--- src/rtl/vote.sv ---
// rtl/vote.sv - four-candidate ballot counter with a single CW-bit display output
// Optional VOTE_INVALID_CNT_EN adds an invalid-press counter shown after the winner.
module vote #(
    parameter int CW = 12
) (
    input  logic          clk,
    input  logic          Power,
    input  logic          Close,
    input  logic          Clear,
    input  logic          Ballot,
    input  logic          Total,
    input  logic          Result,
    input  logic [3:0]    IN,
    output logic [CW-1:0] out
);

    typedef enum logic [1:0] {
        S_OPEN,
        S_ARMED,
        S_CLOSED
    } state_t;

    localparam logic [CW-1:0] CNT_MAX = '1;
`ifdef VOTE_INVALID_CNT_EN
    localparam logic [2:0] IDX_LAST = 3'd5;
`else
    localparam logic [2:0] IDX_LAST = 3'd4;
`endif

    // Button bit order: Close, Clear, Ballot, Total, Result
    localparam int B_CLOSE  = 0;
    localparam int B_CLEAR  = 1;
    localparam int B_BALLOT = 2;
    localparam int B_TOTAL  = 3;
    localparam int B_RESULT = 4;

    state_t        state, state_n;
    logic [CW-1:0] cnt   [4];
    logic [CW-1:0] cnt_n [4];
    logic [CW-1:0] total, total_n;
    logic [CW-1:0] out_n;
    logic [2:0]    idx, idx_n;
    logic [4:0]    hist;
    logic [4:0]    btn;
    logic [4:0]    rise;
    logic [3:0]    winner;
    logic [CW-1:0] best;
    logic [CW-1:0] disp;
    logic          do_result, do_ballot, do_vote, onehot;
`ifdef VOTE_INVALID_CNT_EN
    logic [CW-1:0] inv_cnt, inv_cnt_n;
`endif

    function automatic logic [CW-1:0] sat_inc(input logic [CW-1:0] v);
        return (v == CNT_MAX) ? v : v + 1'b1;
    endfunction

    assign btn  = {Result, Total, Ballot, Clear, Close};
    assign rise = btn & ~hist;

    // Strict compare keeps the lowest index on ties; all-zero counts leave no winner
    always_comb begin
        winner = '0;
        best   = '0;
        for (int i = 0; i < 4; i++) begin
            if (cnt[i] > best) begin
                best   = cnt[i];
                winner = '0;
                winner[i] = 1'b1;
            end
        end
    end

    always_comb begin
        disp = '0;
        case (idx)
            3'd0, 3'd1, 3'd2, 3'd3: disp = cnt[idx[1:0]];
            3'd4:                   disp = {{(CW-4){1'b0}}, winner};
`ifdef VOTE_INVALID_CNT_EN
            3'd5:                   disp = inv_cnt;
`endif
            default:                disp = '0;
        endcase
    end

    assign onehot    = ((IN & (IN - 4'd1)) == 4'd0);
    assign do_result = rise[B_RESULT] && (state == S_CLOSED);
    assign do_ballot = rise[B_BALLOT] && (state == S_OPEN);
    assign do_vote   = (state == S_ARMED) && (IN != 4'd0);

    always_comb begin
        state_n = state;
        total_n = total;
        out_n   = out;
        idx_n   = idx;
        for (int i = 0; i < 4; i++) cnt_n[i] = cnt[i];
`ifdef VOTE_INVALID_CNT_EN
        inv_cnt_n = inv_cnt;
`endif
        if (rise[B_CLEAR]) begin
            state_n = S_OPEN;
            total_n = '0;
            out_n   = '0;
            idx_n   = '0;
            for (int i = 0; i < 4; i++) cnt_n[i] = '0;
`ifdef VOTE_INVALID_CNT_EN
            inv_cnt_n = '0;
`endif
        end else if (rise[B_CLOSE]) begin
            state_n = S_CLOSED;
            out_n   = total;
            idx_n   = '0;
        end else if (rise[B_TOTAL]) begin
            out_n = total;
        end else if (do_result) begin
            out_n = disp;
            idx_n = (idx == IDX_LAST) ? 3'd0 : idx + 3'd1;
        end else if (do_ballot) begin
            state_n = S_ARMED;
            out_n   = '0;
        end else if (do_vote) begin
            state_n = S_OPEN;
            if (onehot) begin
                total_n = sat_inc(total);
                for (int i = 0; i < 4; i++) begin
                    if (IN[i]) cnt_n[i] = sat_inc(cnt[i]);
                end
            end
`ifdef VOTE_INVALID_CNT_EN
            else begin
                inv_cnt_n = sat_inc(inv_cnt);
            end
`endif
        end
    end

    always_ff @(posedge clk or negedge Power) begin
        if (!Power) begin
            state <= S_OPEN;
            total <= '0;
            out   <= '0;
            idx   <= '0;
            hist  <= '0;
            for (int i = 0; i < 4; i++) cnt[i] <= '0;
`ifdef VOTE_INVALID_CNT_EN
            inv_cnt <= '0;
`endif
        end else begin
            state <= state_n;
            total <= total_n;
            out   <= out_n;
            idx   <= idx_n;
            hist  <= btn;
            for (int i = 0; i < 4; i++) cnt[i] <= cnt_n[i];
`ifdef VOTE_INVALID_CNT_EN
            inv_cnt <= inv_cnt_n;
`endif
        end
    end

endmodule

--- config.mk ---
export PLATFORM = sky130hd
export DESIGN_NAME = vote
export DESIGN_NICKNAME = d
export VERILOG_FILES = /design/src/rtl/vote.sv
export SDC_FILE = /design/constraint.sdc
export NUM_CORES = 1
export LEC_CHECK = 0
export CAP_MARGIN = 20
export CELL_PAD_IN_SITES_DETAIL_PLACEMENT = 0
export CELL_PAD_IN_SITES_GLOBAL_PLACEMENT = 1
export CORE_UTILIZATION = 40
export DETAILED_ROUTE_END_ITERATION = 10
export PLACE_DENSITY = 0.74
export SLEW_MARGIN = 30
export SYNTH_ARGS = -nofsm -noshare
export SYNTH_HDL_FRONTEND = slang
export SYNTH_SLANG_ARGS = --single-unit
--- constraint.sdc ---
create_clock -name clk -period 5.34 [get_ports clk]
set_clock_uncertainty 0.15 [all_clocks]
set_input_delay 1.068 -clock clk [delete_from_list [all_inputs] [get_ports clk]]
set_output_delay 1.068 -clock clk [all_outputs]
set_load 0.03 [all_outputs]
# Word level (Yosys, flattened, before mapping)
# Cells that the tools add are included.
# word_totals
reg_bits,82
in_bits,11
# op_classes
add_sub_neg,7
n_lt_le_gt_ge,5
eq_ne,22
n_mux,50
bitwise,4
reduce_logical,24
# ops
op,n
$mux W48,7
$mux W12,26
$add A12 B1 Y12 const B,5
$eq A12 B12 Y1 const B,5
$gt A12 B12 Y1,3
$reduce_and A8 Y1,4
$bmux W12 S2,1
$pmux W12 S2,1
$ne A2 B2 Y1 const B,8
$mux W3,5
$mux W2,7
$gt A12 B1 Y1 const B,1
$reduce_bool A2 Y1,6
$mux W4,2
$reduce_bool A4 Y1,2
$reduce_and A7 Y1,1
$eq A3 B2 Y1 const B,2
$ne A3 B3 Y1 const B,2
$and A5 B5 Y5,1
$not A5 Y5,1
$reduce_bool A5 Y1,1
$and A4 B4 Y4,1
$logic_not A4 Y1,1
$reduce_or A4 Y1,1
other kinds (16),18

# Logic depth before layout (Yosys ltp)
# Gate-level depths: netlist (run 1).
# logic_depth
ltp_word,13
ltp_mapped,27
depth_no_buf,24

# Least setup slack after synthesis (run 1)
# OpenSTA, ideal clock, no wires.
# synth_path
kind,register to register
from,register cnt[45] in the netlist's numbering
to,register out[2]
setup_time_ps,67
arrival_time_ps,5714
t_required_ps,5123
setup_slack_ps,-591
path_stages_with_launch,28
cell_sequence,dfrtp_1 -> clkbuf_1 -> nor4_1 -> nand4_1 -> and2_1 -> ha_1 -> nor2b_1 -> o211ai_1 -> a211oi_1 -> o31a_1 -> clkbuf_1 -> buf_2 -> mux2i_1 -> ha_1 -> nand4_1 -> or3_1 -> a21o_1 -> a31oi_1 -> inv_1 -> clkbuf_1 -> mux2_2 -> ha_1 -> a21oi_1 -> o21ai_0 -> a221oi_1 -> a21oi_1 -> nor4b_1 -> a221o_1
# synth_between
elab_chain_cells,13
# synth_lines
item,line_no,rtl
"start, declared",38,logic [CW-1:0] cnt [4];
$gt A12 B1 Y1,66,if (cnt[i] > best) begin
$mux W12 *,66,
$gt A12 B12 Y1,66,
$mux W12 *,66,
$gt A12 B12 Y1,66,
$mux W12,66,
$gt A12 B12 Y1,66,
$mux W4 *,66,
$pmux W12 S2 *,76,case (idx)
$mux W12 *,115,end else if (do_result) begin
$mux W12 *,113,end else if (rise[B_TOTAL]) begin
$mux W12 *,109,end else if (rise[B_CLOSE]) begin
$mux W12 *,100,if (rise[B_CLEAR]) begin
"end signal, assigned",151,out <= out_n;
"end, declared",14,output logic [CW-1:0] out
# Every way passes the cells marked *; elsewhere a longest branch is shown, timed or not.
# A chain may end at the register's enable or synchronous reset.

# Worst setup path after layout (run 1)
# layout_path
from,register cnt[37] in the netlist's numbering
to,register out[3]
# layout_between
elab_chain_cells,13
# layout_lines
item,line_no
$gt A12 B1 Y1,66
$mux W12 *,66
$gt A12 B12 Y1,66
$mux W12 *,66
$gt A12 B12 Y1,66
$mux W12 *,66
$gt A12 B12 Y1 *,66
$mux W4 *,66
$pmux W12 S2 *,76
$mux W12 *,115
$mux W12 *,113
$mux W12 *,109
$mux W12 *,100
# Marks and branches as above.

==> run summary, run 1 <==
Cell area after placement: 6540 um^2
Avg Cell Area, Syn: 9.07 um^2
First-pass GRT wire length: 28100 um
Post-synthesis mux area share: 8.69%
Top cells by area, synth: dfrtp_1 35%, ha_1 10%, mux4_2 4.7%, nand4_1 4.0%, nor2_1 3.5%
Post-DP HPWL: 12900 um
CTS Buffer Depth: 2
Max Slew Vio Count: 0
Core Util, Final: 50.2%
IO Pins: 23
Final Worst Setup Slack: -212 ps
Largest family of logic cells by synthesized area: simple AND/OR/NAND/NOR gates
Multi-input gate area: 3590 um^2
Layout Area Growth over Synthesis: 21.3%
Number of synthesized flops with an enable pin: 0
Clock buffer count from CTS: 9
Slew HR: 42.3%
Root buffer cell: clkbuf_16
Post-synth top area share: 35.4%
Synth Cell Area: 5790 um^2
Hold_ws: 336 ps
Clock transition at the registers of the reported paths: 70 ps
RSZ-0062 raised after global routing: true
Worst EP arrival: 5660 ps
Post-synthesis cell type count: 53
Clock Latency Late Sink: 360 ps
DRC: 0
Die height: 122 um
Hold_buf cts: 0
Worst slew pin tran: 864 ps
Net count reported at finish: 761
Leak: 0.00289 uW
Ant. Diodes: 0
Via density: 5.93
Layout cell share with drive strength beyond 1: 16.7%
Synth Area in Simple Gates: 23.7%
Iter 0 DRT Violations: 328
GRT Util Overall: 25.3%
Pwr dens: 206 nW/um^2
Pre-antenna DRT Iters: 5
CP bufs+invs: 15
Register area share after synthesis: 35.4%
Routed WL: 17500 um
CP max stage delay: 350 ps
Cell mode on critical path: buf_4
DIE AREA: 15000 um^2
Vias: 5265
Clk sinks: 82
Initial Util: 41.4%
Die X: 122 um
Kind of critical path: reg -> reg
Final ANT Viol Nets: 0
Storage cell area: 2050 um^2
Commonest cells in the netlist: 82 x dfrtp_1, 54 x nor2_1, 53 x nand2_1
Post-synthesis adder-cell area fraction: 10.2%
GPL Wtd Cong: 0.887
Ys async rst share: 100%
Run status: finished, violations left
Crit start category: register
Endpoints failing setup: 4
CTS H-tree lvls: 3
Yosys top cell by area: dfrtp_1
Failing checks: setup timing
Count leader, synth: dfrtp_1
FMAX: 0.180 GHz
Largest net degree at the start of global routing: 83
Total gr overflow: 0
Vias in the first global route: 5125
Top delay family on crit path: buffers and inverters
Worst min-delay path class: reg -> reg
PortBufs: 22
Syn nets: 696
Slowest stage cell, crit path: dfrtp_1
Core Rows: 43
VDD IR max: 0.177 mV
Syn Inst Count: 638
XOR/XNOR Fraction of Synth Area: 4.69%
Final Hold Fails: 0
Core ar.: 14000 um^2
Seq cells post-synth: 82
Crit path capture type: register
WL per Instance: 19.8 um
Fillers: 1325
Crit-path max FO: 6
Crit path required time: 5450 ps
Max-Cap Viols: 0
Final period util: 104%
Tmin final: 5550 ps
Initial antenna violation count: 0
Dominant synthesized flop cell: dfrtp_1
CTS tree: done
Synth Area in Compound Gates: 12.9%
Post-route cell area: 7020 um^2
Synth warn: 0
-- registers in the layout, indices dropped and copies added, names as in the netlist --
signal	flops
hist	5
cnt	48
out	12
idx	3
total	12
state	2
-- worst min-delay path: stages, from the launching register on --
cell	delay, ps
dfrtp_1	350
nand2_1	50
o21ai_0	60
-- path summary, 6_finish.rpt --
kind                              start       to  slack (ps)  cells past startpoint
worst max-delay path            cnt[37]   out[3]        -210                     33
worst min-delay path             out[7]   out[7]         340                      2
max in group asynchronous         Power   cnt[5]        3920                      1
worst max register to register  cnt[37]   out[3]        -210                     33
worst min register to register   out[7]   out[7]         340                      2
min in group asynchronous         Power  cnt[29]         620                      1
-- routing by layer --
layer  global-route usage, %  routed length (um)
met1                    34.0                8070
met2                    38.8                7950
met3                    4.88                 916
met4                    12.3                 617
met5                       0                   0
-- timing repair --
action / in CTS / in global routing
buffers inserted: 13 / 0
setup endpoints to repair: 4 / 4
pin swaps: 4 / 2
resized for setup: 6 / 2
-- cell usage in the layout, fill, tap and decap left out, types with 10 or more instances in the layout --
master | Yosys | routed
clkdlybuf4s50_1 | 0 | 21
nand2_1 | 53 | 53
nor2b_1 | 19 | 18
dfrtp_1 | 82 | 82
mux2_2 | 10 | 10
mux4_2 | 12 | 12
nor3_1 | 15 | 14
inv_1 | 37 | 36
mux2i_1 | 12 | 11
ha_1 | 47 | 44
xor2_1 | 11 | 11
o21ai_0 | 29 | 28
or3_1 | 16 | 15
xnor2_1 | 20 | 20
nor2_1 | 54 | 53
o211ai_1 | 11 | 11
a21oi_1 | 39 | 38
or4_1 | 10 | 10
nand3_1 | 20 | 20
buf_4 | 0 | 58
nand4_1 | 37 | 37
-- per-stage QoR --
step / power (uW) / setup TNS, ps / instances / setup slack [ps]
global route: 1500 / -1760 / 888 / -471
global placement: 742 / -53.5 / 859 / -23.7
detailed placement: 744 / -893 / 859 / -260
CTS: 1460 / -560 / 888 / -190
finish: 1450 / -638 / 888 / -212
floorplan: 698 / 0 / 638 / 58.7
-- cells by family (layout without fill, tap and decap cells) --
family	after synthesis	after routing
AO/OA/AOI/OAI	119	119
XOR/XNOR	31	31
adder cells (fa/ha/maj)	47	47
buffers and inverters	64	134
flip-flops	82	82
multiplexers	34	34
AND/OR/NAND/NOR	261	261
-- final cells by class --
class / instances / share of cell area, %
clock buffers: 9 / 3.21
well taps: 180 / 3.21
multi-input cells: 492 / 51.2
inverters: 37 / 2.01
repair buffers: 81 / 9.64
clock inverters: 7 / 1.51
flip-flops and latches: 82 / 29.2
-- report_power, final --
part           internal, uW  leakage (uW)  total, uW  switching (uW)
combinational          36.4       0.00159       98.7            62.3
sequential              626       0.00113        636            9.86
clock                   419      0.000163        712             293
(Power assumes the default switching activity.)
==> run 2, diff against run 1 <==
CTS_CLUSTER_DIAMETER = 200   (was unset)
GPL_TIMING_DRIVEN = 0   (was unset)
HOLD_SLACK_MARGIN = 0.05   (was unset)
==> run summary, run 2 (same netlist as run 1, synthesis figures left out) <==
Pre-CTS setup slack: -769 ps (-510 ps)
WL per Instance: 20.7 um (+4.6%)
Worst slew pin tran: 847 ps (-16.3 ps)
Run status: finished, violations left
Core Rows: 43 (unchanged)
CP Launch Point: cnt[40]
Largest net degree at the start of global routing: 56 (-33%)
Combinational power share: 8.0% (+1.2 points)
Post-DP HPWL: 13300 um (+3.2%)
Worst EP arrival: 5830 ps (+170 ps)
VDD IR max: 0.145 mV (-18%)
DR WL met2: 8370 um (+5.3%)
Final period util: 107% (+3.4 points)
Biggest regs: cnt x48, out x12, total x12
IO Pins: 23 (unchanged)
CTS tree: done
CTS Buffer Depth: 2 (unchanged)
Final ANT Viol Nets: 0 (unchanged)
Crit path capture type: register
Routed WL: 18100 um (+3.2%)
Number of flip-flops in the largest register: 48 (unchanged)
Pwr dens: 200 nW/um^2 (-2.8%)
Via density: 6.11 (+3.0%)
Final Hold Fails: 0 (unchanged)
FMAX: 0.174 GHz (-3.2%)
Largest register by flop count: cnt
Met3 wire len: 1010 um (+11%)
Die height: 122 um (unchanged)
GRT Util Overall: 25.9% (+0.65 points)
Clk pwr share: 47.1% (-2.1 points)
Top Metal Used: met4
Pre-antenna DRT Iters: 6 (+1)
Clock Latency Late Sink: 360 ps (about the same)
Tmin final: 5740 ps (+184 ps)
Initial antenna violation count: 1 (+1)
Leak: 0.00281 uW (-2.7%)
Iter 0 DRT Violations: 616 (+88%)
Most frequent cells in the layout: 74 x dfrtp_1, 54 x nor2_1, 52 x nand2_1
Overall power: 1410 uW (-2.7%)
Max Slew Vio Count: 0 (unchanged)
Root buffer cell: clkbuf_16
Total gr overflow: 0 (unchanged)
Layout cell share with drive strength beyond 1: 16.7% (unchanged)
Cell area after placement: 6310 um^2 (-3.5%)
Worst min-delay path class: reg -> reg
Die X: 122 um (unchanged)
Metal-1 WL: 8150 um (+1.1%)
Worst Setup EP: out[2]
PortBufs: 20 (-9.1%)
Final Worst Setup Slack: -396 ps (-184 ps)
Setup TNS: -1300 ps (-659 ps)
Reg2reg path depth: 24 (-27%)
Initial Util: 41.4% (unchanged)
Post-route cell area: 7030 um^2 (+0.12%)
Worst Hold Depth: 2 (unchanged)
Net Sw Frac: 25.1% (-0.14 points)
Clock transition at the registers of the reported paths: 70 ps (about the same)
Endpoints failing setup: 4 (unchanged)
Register-to-register setup slack: -400 ps (-180 ps)
Internal Dissipation: 1050 uW (-2.5%)
RSZ-0062 raised after global routing: true
Net Switching: 354 uW (-3.2%)
Clock buffer count from CTS: 9 (unchanged)
Core ar.: 14000 um^2 (unchanged)
Kind of critical path: reg -> reg
Crit-path max FO: 7 (+1)
Fillers: 1320 (-0.38%)
Hold_buf cts: 0 (unchanged)
Net count reported at finish: 749 (-1.6%)
DIE AREA: 15000 um^2 (unchanged)
Failing checks: setup timing
GPL Wtd Cong: 0.889 (+0.25%)
Vias: 5348 (+1.6%)
R2r startpoint: cnt[40]
Slew HR: 43.5% (+1.2 points)
Max-Cap Viols: 0 (unchanged)
Crit path required time: 5440 ps (about the same)
DRC: 0 (unchanged)
RR Endpoint: out[2]
Most common cell after layout, fill and taps aside: dfrtp_1
Vias in the first global route: 5043 (-1.6%)
Ant. Diodes: 0 (unchanged)
First-pass GRT wire length: 28600 um (+1.6%)
Clk sinks: 82 (unchanged)
Layout Area Growth over Synthesis: 21.4%
Sequential Power Share: 44.9% (+1.0 points)
CTS H-tree lvls: 3 (unchanged)
Crit start category: register
==> run 2: cell count changes in the layout (fill, tap and decap cells not counted), sizes merged <==
cell	previous run	this run
buf	60	36
clkbuf	9	25
inv	41	38
clkdlybuf4s50	21	19
bufinv	2	1
clkinv	1	2
clkinvlp	0	1
==> run 2: cell type report <==
class / count / area [um^2] / area share (%)
Sequential cell: 82 / 2060 / 29.3
Clock inverter: 5 / 60.1 / 0.854
Clock buffer: 11 / 253 / 3.59
Tap cell: 180 / 225 / 3.20
Buffer: 22 / 118 / 1.67
Timing Repair Buffer: 47 / 424 / 6.03
Inverter: 37 / 139 / 1.98
Multi-Input combinational cell: 492 / 3750 / 53.3
==> run 2: power groups by stage <==
stage                     registers [uW]  clock network (uW)  logic (uW)
after floorplan                      642                   0        56.4
after global placement               644                   0        99.1
after detailed placement             644                   0         103
after CTS                            632                 674         110
after global routing                 632                 699         123
final                                632                 663         113
==> run 2: worst min path at each step <==
stage | start | to | slack, ps
floorplan | idx[2] | idx[2] | 370
global placement | out[4] | out[4] | 310
detailed placement | out[6] | out[6] | 320
CTS | out[6] | out[6] | 340
global route | out[6] | out[6] | 360
finish | out[5] | out[5] | 330
==> run 2: worst max-delay path, stage by stage (launching register included) <==
cell and delay [ps]:
dfrtp_2 460, nor4_2 230, nand4_1 240, nand2_2 170, ha_4 210, nor2b_4 110, o211ai_1 180, a211oi_2 90
o31a_1 290, buf_8 170, mux2i_4 190, ha_1 320, nand2_1 70, or3_4 380, a21o_1 190, a31oi_4 200
inv_2 80, buf_8 140, mux2_4 300, ha_4 270, nand4_1 140, a211o_1 350, a21oi_4 250, nor4b_4 80
a221o_1 340
==> run 2: metal layers <==
| layer | GRT usage, % | up-vias |
|---|---|---|
| li1 | - | 2459 |
| met1 | 35.9 | 2667 |
| met2 | 40.9 | 188 |
| met4 | 11.0 | 0 |
| met5 | 0 | - |
| met3 | 2.88 | 34 |
==> run 2: repair_timing <==
action                     in CTS  in global routing
cloned                          1                  0
setup endpoints to repair       4                  4
pin swaps                      17                 11
setup buffers                  17                  8
resized for setup              27                 16
==> run 2: metrics by stage <==
| stage | std cells | hold WS, ps | utilization [%] |
|---|---|---|---|
| 2_1_floorplan | 638 | 371 | - |
| 3_3_place_gp | 838 | 312 | 44.9 |
| 3_5_place_dp | 839 | 324 | 45.1 |
| 4_1_cts | 868 | 340 | 49.1 |
| 5_1_grt | 876 | 356 | 50.3 |
| 6_report | 876 | 329 | 50.3 |
==> run 3, diff against run 2 <==
CORE_UTILIZATION = 43   (was 40)
PLACE_DENSITY = 0.78   (was 0.74)
==> run summary, run 3 (same netlist as run 1, synthesis figures left out) <==
Biggest regs: cnt x48, out x12, total x12
Via density: 6.12 (+0.32%)
IO Pins: 23 (unchanged)
FMAX: 0.176 GHz (+0.66%)
Layout Area Growth over Synthesis: 20.8%
Leak: 0.00277 uW (-1.6%)
Initial antenna violation count: 0 (-1)
GRT Util Overall: 26.5% (+0.60 points)
Endpoints failing setup: 4 (unchanged)
Crit path capture type: register
Most frequent cells in the layout: 73 x dfrtp_1, 54 x nor2_1, 52 x nand2_1
Total gr overflow: 0 (unchanged)
Final period util: 107% (-0.71 points)
Worst slew pin tran: 950 ps (+103 ps)
Max-Cap Viols: 0 (unchanged)
GPL Wtd Cong: 0.957 (+7.6%)
Vias in the first global route: 5220 (+3.5%)
Largest net degree at the start of global routing: 59 (+5.4%)
VDD IR max: 0.153 mV (+5.4%)
Internal Dissipation: 1040 uW (-1.1%)
Tmin final: 5700 ps (-37.8 ps)
Run status: finished, violations left
DIE AREA: 13900 um^2 (-6.9%)
Worst EP arrival: 5790 ps (-40 ps)
Fillers: 1189 (-9.9%)
First-pass GRT wire length: 28100 um (-1.5%)
Sequential Power Share: 45.5% (+0.6 points)
Final Hold Fails: 0 (unchanged)
Combinational power share: 8.1% (about the same)
Final ANT Viol Nets: 0 (unchanged)
Ant. Diodes: 0 (unchanged)
Clk sinks: 82 (unchanged)
Overall power: 1390 uW (-1.2%)
Fin cells: 867 (-1.0%)
Root buffer cell: clkbuf_16
Pre-antenna DRT Iters: 5 (-1)
Number of flip-flops in the largest register: 48 (unchanged)
Crit-path max FO: 10 (+3)
Failing checks: setup timing
WL per Instance: 20.1 um (-2.7%)
Clock buffer count from CTS: 9 (unchanged)
Layout cell share with drive strength beyond 1: 16.1% (-0.60 points)
Crit start category: register
Core Rows: 42 (-2.3%)
Vias: 5310 (-0.71%)
Initial Util: 43.9% (+2.5 points)
Clock Latency Late Sink: 350 ps (about the same)
Most common cell after layout, fill and taps aside: dfrtp_1
Core Util, Final: 53.0% (+2.8 points)
Net Sw Frac: 25.0% (-0.13 points)
CTS Buffer Depth: 2 (unchanged)
Net Switching: 348 uW (-1.7%)
Hold_ws: 327 ps (-2.02 ps)
Pwr dens: 199 nW/um^2 (-0.70%)
Slew HR: 36.7% (-6.8 points)
Die height: 118 um (-3.5%)
Net count reported at finish: 744 (-0.67%)
Post-DP HPWL: 12800 um (-3.7%)
Worst min-delay path class: reg -> reg
Max Slew Vio Count: 0 (unchanged)
Kind of critical path: reg -> reg
Routed WL: 17400 um (-3.7%)
Die X: 118 um (-3.5%)
Clk pwr share: 46.5% (-0.6 points)
Final Worst Setup Slack: -358 ps (+37.8 ps)
Placed Instances: 835 (-0.48%)
Crit path required time: 5430 ps (about the same)
Setup TNS: -1170 ps (+131 ps)
Multi-input gate area: 3750 um^2 (about the same)
CTS H-tree lvls: 3 (unchanged)
Clock transition at the registers of the reported paths: 70 ps (about the same)
Core ar.: 13200 um^2 (-5.7%)
RSZ-0062 raised after global routing: true
Storage cell area: 2060 um^2 (about the same)
PortBufs: 20 (unchanged)
Iter 0 DRT Violations: 567 (-8.0%)
CTS tree: done
DRC: 0 (unchanged)
Largest register by flop count: cnt
## run 3: path summary, 6_finish.rpt
check / startpoint / to / slack (ps) / cells after the start
min: out[6] / out[6] / 330 / 2
min reg2reg: out[6] / out[6] / 330 / 2
max: cnt[46] / out[2] / -360 / 24
max in group asynchronous: Power / cnt[37] / 4060 / 2
max reg2reg: cnt[46] / out[2] / -360 / 24
min in group asynchronous: Power / cnt[44] / 410 / 1
## run 3: what timing repair did
item,in CTS,in global routing
buffers inserted,16,5
setup endpoints to repair,4,4
pin swaps,14,14
gates resized for setup,23,21
hold buffers,0,0
## run 3: power by group through the flow
stage	clock network, uW	registers (uW)	logic (uW)
after global placement	0	644	98.2
after global routing	675	633	123
final	646	632	112
after floorplan	0	642	56.4
after detailed placement	0	644	102
after CTS	656	632	109
## run 3: cell type report
type                       count  share of cell area [%]
buffer                        22                    1.83
clock buffer                  11                    3.47
clock inverter                 5                   0.895
inverter                      37                    1.99
multi-input combinational    492                    53.6
sequential                    82                    29.5
tap                          176                    3.15
timing repair buffer          42                    5.58
## run 3: stage by stage
step	setup slack [ps]	area (um^2)
final	-358	6990
after global routing	-584	6990
after CTS	-273	6800
after detailed placement	-720	6310
after global placement	-655	6280
after floorplan	58.7	5860
## run 3: worst max-delay path, stage by stage (launching register included)
cell       delay (ps)
dfrtp_2           430
nor4_2            260
nand4_1           240
nand2_2           180
ha_4              220
nor2b_1           130
o211ai_1          200
a211oi_2           90
o31a_1            300
buf_8             180
mux2i_4           210
ha_4              290
nand4_1           100
or3_4             350
a21o_1            190
a31oi_4           160
inv_2              80
clkbuf_16         170
mux2_4            310
ha_4              280
nand4_1           120
a211o_1           340
a21oi_4           250
nor4b_4            70
a221o_1           290
## run 3: routing by layer
layer / routed length [um] / share of wire, % / global-route usage (%) / vias to the layer above
met4: 682 / 3.9 / 13.7 / 0
met2: 7810 / 45 / 40.4 / 198
li1: - / - / - / 2448
met1: 7710 / 44 / 34.7 / 2618
met5: 0 / 0 / 0 / -
met3: 1230 / 7.0 / 6.73 / 46
